File: src/rtl/serial_add_sub.sv
// rtl/serial_add_sub.sv - bit-serial add/subtract, LSB first, with carry/borrow out and signed overflow
module serial_add_sub #(
  parameter int WIDTH = 8
) (
  input  logic             clk,
  input  logic             rst,
  input  logic             start,
  input  logic             mode,
  input  logic [WIDTH-1:0] a,
  input  logic [WIDTH-1:0] b,
  input  logic             cin,
  output logic             busy,
  output logic             done,
  output logic [WIDTH-1:0] result,
  output logic             cout,
  output logic             ovf
);

  localparam int CW = $clog2(WIDTH);

  typedef enum logic [1:0] {
    IDLE,
    RUN,
    DONE
  } state_t;

  state_t           state;
  state_t           state_nxt;
  logic [WIDTH-1:0] a_q;
  logic [WIDTH-1:0] b_q;
  logic             mode_q;
  logic [CW-1:0]    cnt;
  logic             cy;

  logic             ai;
  logic             bi;
  logic             bit_out;
  logic             cy_nxt;
  logic             last_bit;
  logic             accept;
  logic             ovf_nxt;

  // One full-adder / full-subtractor slice shared by every bit position
  always_comb begin
    ai       = a_q[cnt];
    bi       = b_q[cnt];
    bit_out  = ai ^ bi ^ cy;
    if (mode_q) begin
      cy_nxt = (ai & bi) | (cy & (ai ^ bi));
    end else begin
      cy_nxt = (~ai & bi) | (~(ai ^ bi) & cy);
    end
    last_bit = (cnt == CW'(WIDTH - 1));
    if (mode_q) begin
      ovf_nxt = (a_q[WIDTH-1] == b_q[WIDTH-1]) && (bit_out != a_q[WIDTH-1]);
    end else begin
      ovf_nxt = (a_q[WIDTH-1] != b_q[WIDTH-1]) && (bit_out != a_q[WIDTH-1]);
    end
  end

  always_ff @(posedge clk) begin
    if (rst) begin
      state <= IDLE;
    end else begin
      state <= state_nxt;
    end
  end

  always_comb begin
    state_nxt = state;
    busy      = 1'b0;
    done      = 1'b0;
    accept    = 1'b0;
    case (state)
      IDLE: begin
        if (start) begin
          accept    = 1'b1;
          state_nxt = RUN;
        end
      end
      RUN: begin
        busy = 1'b1;
        if (last_bit) begin
          state_nxt = DONE;
        end
      end
      DONE: begin
        done = 1'b1;
        if (start) begin
          accept    = 1'b1;
          state_nxt = RUN;
        end else begin
          state_nxt = IDLE;
        end
      end
      default: begin
        state_nxt = IDLE;
      end
    endcase
  end

  // Result bits enter at the MSB so the word ends up LSB-aligned after WIDTH shifts
  always_ff @(posedge clk) begin
    if (rst) begin
      a_q    <= '0;
      b_q    <= '0;
      mode_q <= 1'b0;
      cnt    <= '0;
      cy     <= 1'b0;
      result <= '0;
      cout   <= 1'b0;
      ovf    <= 1'b0;
    end else if (accept) begin
      a_q    <= a;
      b_q    <= b;
      mode_q <= mode;
      cy     <= cin;
      cnt    <= '0;
    end else if (state == RUN) begin
      result <= {bit_out, result[WIDTH-1:1]};
      cy     <= cy_nxt;
      cnt    <= cnt + CW'(1);
      if (last_bit) begin
        cout <= cy_nxt;
        ovf  <= ovf_nxt;
      end
    end
  end

endmodule

File: config.mk
export PLATFORM = sky130hd
export DESIGN_NAME = serial_add_sub
export DESIGN_NICKNAME = d
export VERILOG_FILES = /design/src/rtl/serial_add_sub.sv
export SDC_FILE = /design/constraint.sdc
export NUM_CORES = 1
export LEC_CHECK = 0
export CORE_UTILIZATION = 48
export CTS_CLUSTER_DIAMETER = 50
export DETAILED_ROUTE_END_ITERATION = 8
export PLACE_DENSITY = 0.77
export SLEW_MARGIN = 0
export SYNTH_ARGS = -nofsm -noshare
export SYNTH_HDL_FRONTEND = slang
export SYNTH_SLANG_ARGS = --single-unit
File: constraint.sdc
create_clock -name clk -period 2.5 [get_ports clk]
set_input_delay 0.25 -clock clk [delete_from_list [all_inputs] [get_ports clk]]
set_output_delay 0.25 -clock clk [all_outputs]
set_load 0.05 [all_outputs]
### After elaboration in Yosys (flattened, before gate mapping)

Cells that the tools add are included.

| operators by class | value |
|---|---|
| $add $sub $neg | 1 |
| $lt $le $gt $ge | 1 |
| eq/ne operators | 8 |
| muxes and demuxes | 16 |
| bitwise logic cells | 11 |
| reduce and logical (&&, ||, !) cells | 9 |

Operator list:

| cell | count |
|---|---|
| 1-bit two-way mux | 11 |
| 1-bit binary-select mux with 3-bit select | 2 |
| 2-bit case mux with 3 select lines | 1 |
| 1-bit bitwise AND | 4 |
| 3-bit by 4-bit less-than comparator with 1-bit output (second input constant) | 1 |
| 2-bit two-way mux | 2 |
| 2-bit inequality test (second input constant) | 2 |
| 2-bit AND reduction | 2 |
| 2-bit OR reduction | 2 |
| 3-bit by 1-bit adder with 3-bit output (second input constant) | 1 |
| 3-bit == test (second input constant) | 1 |
| 1-bit NOT | 3 |
| 3-bit AND reduction | 1 |
| 2-bit by 1-bit == test with 1-bit output (second input constant) | 1 |
| 2-bit == test (second input constant) | 1 |
| 1-bit logical AND | 2 |
| 2-bit logical NOT | 1 |
| 1-bit inequality test | 2 |
| 1-bit OR | 2 |
| 2-bit nonzero test | 1 |
| 1-bit bitwise XOR | 2 |
| 1-bit == test | 1 |

| word-level totals | value |
|---|---|
| register bits after elaboration | 33 |
| input port bits | 21 |
| logic and storage cells | 55 |

### Logic depth before layout (Yosys ltp)

Gate-level depths: netlist of run 1.

| depth | value |
|---|---|
| word-level depth | 9 |
| depth in mapped cells | 7 |
| depth with buffers taken out | 6 |

### Worst setup path after synthesis of run 1

OpenSTA, ideal clock, no wires.

| timing path | value |
|---|---|
| path kind | flip-flop to flip-flop |
| start | reg cnt[0] |
| end | reg ovf |
| setup time | 0.091 ns |
| arrival time | 2.222 ns |
| path slack | 0.187 ns |
| cell stages (with the launch flop) | 8 |
| period minus slack after synthesis | 2.313 ns |
| path through | dfxtp_1 buf_6 mux4_1 mux2_2 fa_1 nor2b_1 mux2i_1 a311oi_1 |

| between the ends | value |
|---|---|
| cells in the longest elaborated chain, start to end | 7 |
| elaborated cells between the ends (all ways) | 12 |

RTL lines:

| element | line | RTL |
|---|---|---|
| from (decl) | 32 | `logic [CW-1:0] cnt;` |
| from (signal assigned) | 122 | `cnt <= cnt + CW'(1);` |
| 1-bit binary-select mux with 3-bit select, on equally long branches | 45, 46 |  |
| 1-bit two-way mux, on equally long branches | 45, 46 |  |
| 1-bit bitwise XOR (*) (2 in series) | 47 | `bit_out = ai ^ bi ^ cy;` |
| net bit_out | 37 | `logic bit_out;` |
| 1-bit inequality test (*) | 55, 57 |  |
| 1-bit logical AND, on equally long branches | 57, 55 |  |
| 1-bit two-way mux (*) | 54 | `if (mode_q) begin` |
| to (signal assigned) | 125 | `ovf <= ovf_nxt;` |
| to (decl) | 16 | `output logic ovf` |

Mark *: on every way through the listed nets, which the timed path passes. The rest lies on a longest branch. The select of a mux whose other input is x is not followed.
A chain may end at the register's enable or synchronous reset.

### Final worst setup path of run 1

Ends and elaborated chain as after synthesis.

==> results of run 1 <==
==> critical path: stages (launching register included) <==
cell	delay (ps)
dfxtp_1	400
mux4_1	550
mux2_2	320
fa_1	560
nor2b_1	140
mux2i_1	70
a311oi_1	260
==> sequential cells by signal (all words and copies together) (netlist names) <==
name    cells
a_q         8
b_q         8
cnt         3
cout        1
cy          1
mode_q      1
ovf         1
result      8
state       2
==> worst paths after layout <==
path	from	endpoint	cells after the start
worst max-delay path	cnt[0]	ovf	6
worst min-delay path	b[4]	b_q[4]	3
worst max register to register	cnt[0]	ovf	6
worst min register to register	b_q[4]	b_q[4]	2
==> final cells by class <==
type | instances | area (um2)
fillers | 247 | 928
well taps | 31 | 38.8
repair buffers | 36 | 350
inverters | 3 | 11.3
clock buffers | 7 | 55.1
clock inverters | 1 | 30.0
multi-input cells | 113 | 683
flip-flops and latches | 33 | 661
==> layer usage <==
layer  up-vias  GRT usage
li1        598          -
met4         0     0.0627
met3         5     0.0814
met1       558      0.250
met2        29      0.323
met5         -          0
==> synthesized netlist by cell type <==
cell / n
nor3_1: 3
a21oi_1: 28
o41ai_1: 1
mux4_1: 3
dfxtp_1: 33
a311oi_1: 2
xnor2_1: 2
nand3b_1: 1
buf_2: 4
a211oi_1: 1
ha_1: 2
clkbuf_1: 6
o21a_1: 1
nand2_1: 51
inv_1: 2
mux4_2: 1
nand2b_1: 2
fa_1: 2
mux2i_1: 4
nor2_1: 4
buf_6: 1
mux2_2: 1
inv_2: 1
nor2b_1: 4
==> logic make-up after synthesis <==
kind of cell	Yosys count	share of synthesized area
xor+xnor	2	0.0124
mux	9	0.108
fa+ha+maj	4	0.0462
buf+inv	14	0.0462
simple gates	65	0.189
flops	33	0.469
compound gates	33	0.129
==> power groups by stage <==
stage	logic [mW]	clock network, mW	registers [mW]
2_1_floorplan	0.100	0	0.578
6_report	0.162	0.412	0.565
3_5_place_dp	0.163	0	0.577
3_3_place_gp	0.155	0	0.576
4_1_cts	0.163	0.418	0.565
5_1_grt	0.177	0.455	0.569
==> flow_summary_export.csv, run 1 <==
group,metric,value,unit
run_status,status,"complete, no violations",
cts,post_cts_resized,0,
placement,dp_slack,120,ps
sta,worst_pin_slew,672,ps
routing,vias,1190,
power_and_ir_drop,pwr-share-comb,0.142,
sta,fin_skew,8.93,ps
min_path,min_path_type,"primary input to flop",
die,die-area,3160,um2
cts,clock_path_buffers,2,
critical_path,startpoint_type,"flop",
sta,finalCritPeriodShare,0.957,
cts,clock_latency,330,ps
die,die_h,56.2,um
synth,synthesis.nets,185,
sta,holdWs,460,ps
placement,dpl.hpwl,2070,um
synth,syn_inst,160,
routing,via_per_inst,5.31,
sta,rsz0062_at_grt,"no",
sta,setup_ws,108,ps
cts,cts_sinks,33,
synth,ys_ff_latch,33,
finish,syn2layout_area_growth,29.8,%
power_and_ir_drop,switching_share,0.241,
routing,postRouteAntennaNets,0,
sta,hold_viol,0,
cts,clk_pin_slew_worst_paths,100,ps
routing,routed_wl,2780,um
finish,fin_cells,224,
synth,synth_area_per_cell,8.81,um2
critical_path,end_kind,"flop",
grt,grt_pass1_wl,4910,um
cts,hold_buffers,0,
cts,cts-root-buf,"clkbuf_4",
finish,final_common_cell,"nand2_1",
sta,finalCriticalPeriod,2390,ps
grt,antenna_found_initial,0,
sta,fmax,418,MHz
power_and_ir_drop,power.switching,0.274,mW
finish,nets,217,
critical_path,r2r_slack,110,ps
flow_run,cap_violations,0,
die,rows,19,
routing,first_pass_iters,4,
synth,synth.largest_area_cell,"dfxtp_1",
routing,m1WireLength,1240,um
placement,io_buffer_count,32,
critical_path,path_class,"flop to flop",
routing,remaining_drc_errors,0,
die,start_util,0.511,
placement,place_area,1740,um2
critical_path,cp.required,2740,ps
finish,final_area,1830,um2
routing,route.met3.wl,157,um
power_and_ir_drop,p_total,1.14,mW
placement,gp_congestion,0.852,
synth,synth_top_area_share,0.469,
finish,layout_common_cells,"nand2_1, dfxtp_1, clkdlybuf4s50_1",
cts,htreeDepth,2,
placement,dp.cells,216,
finish,final_util,0.663,
synth,synth_area_leaders,"dfxtp_1, nand2_1, a21oi_1",
grt,grt_usage,0.202,
grt,grt_max_degree,23,
power_and_ir_drop,ir_drop,0.624,mV
cts,postCtsSetupBuffers,0,
routing,routed.top_layer,"met4",
synth,synth_warnings,0,
finish,diodes,0,
sta,relSlewSlack,0.551,
die,core_area,2760,um2
sta,setup_tns,0,ps
power_and_ir_drop,pwr-share-clk,0.362,
critical_path,crit_arrival,2630,ps
cts,cts_tree,"built",
die,io_pins,33,
grt,grt_pass1_vias,1115,
sta,setup_violations,0,
sta,slew_violations,0,
routing,drt_iter0_drc,33,
die,die_x,56.2,um
synth,seq_area_frac_synth,0.469,
routing,route.met2.wl,1360,um
power_and_ir_drop,p_int,0.865,mW
synth,syn-cell-area,1410,um2
routing,wl_per_cell,12.4,um
power_and_ir_drop,p_leak,0.692,nW
finish,post_route_cells_drive_above_1_share,0.0725,
grt,grt_overflow,0,
power_and_ir_drop,pwr-share-seq,0.496,
power_and_ir_drop,p_per_area,623,nW/um2
cts,cts_buffers,5,
synth,synth.distinct_cells,24,
critical_path,cp_max_fo,3,
(Power assumes the default switching activity.)
==> inputs of run 2 (changes only) <==
- TNS_END_PERCENT: not set -> 20
==> results of run 2 <==
No change in the layout: final DEF, timing and power equal those of run 1.
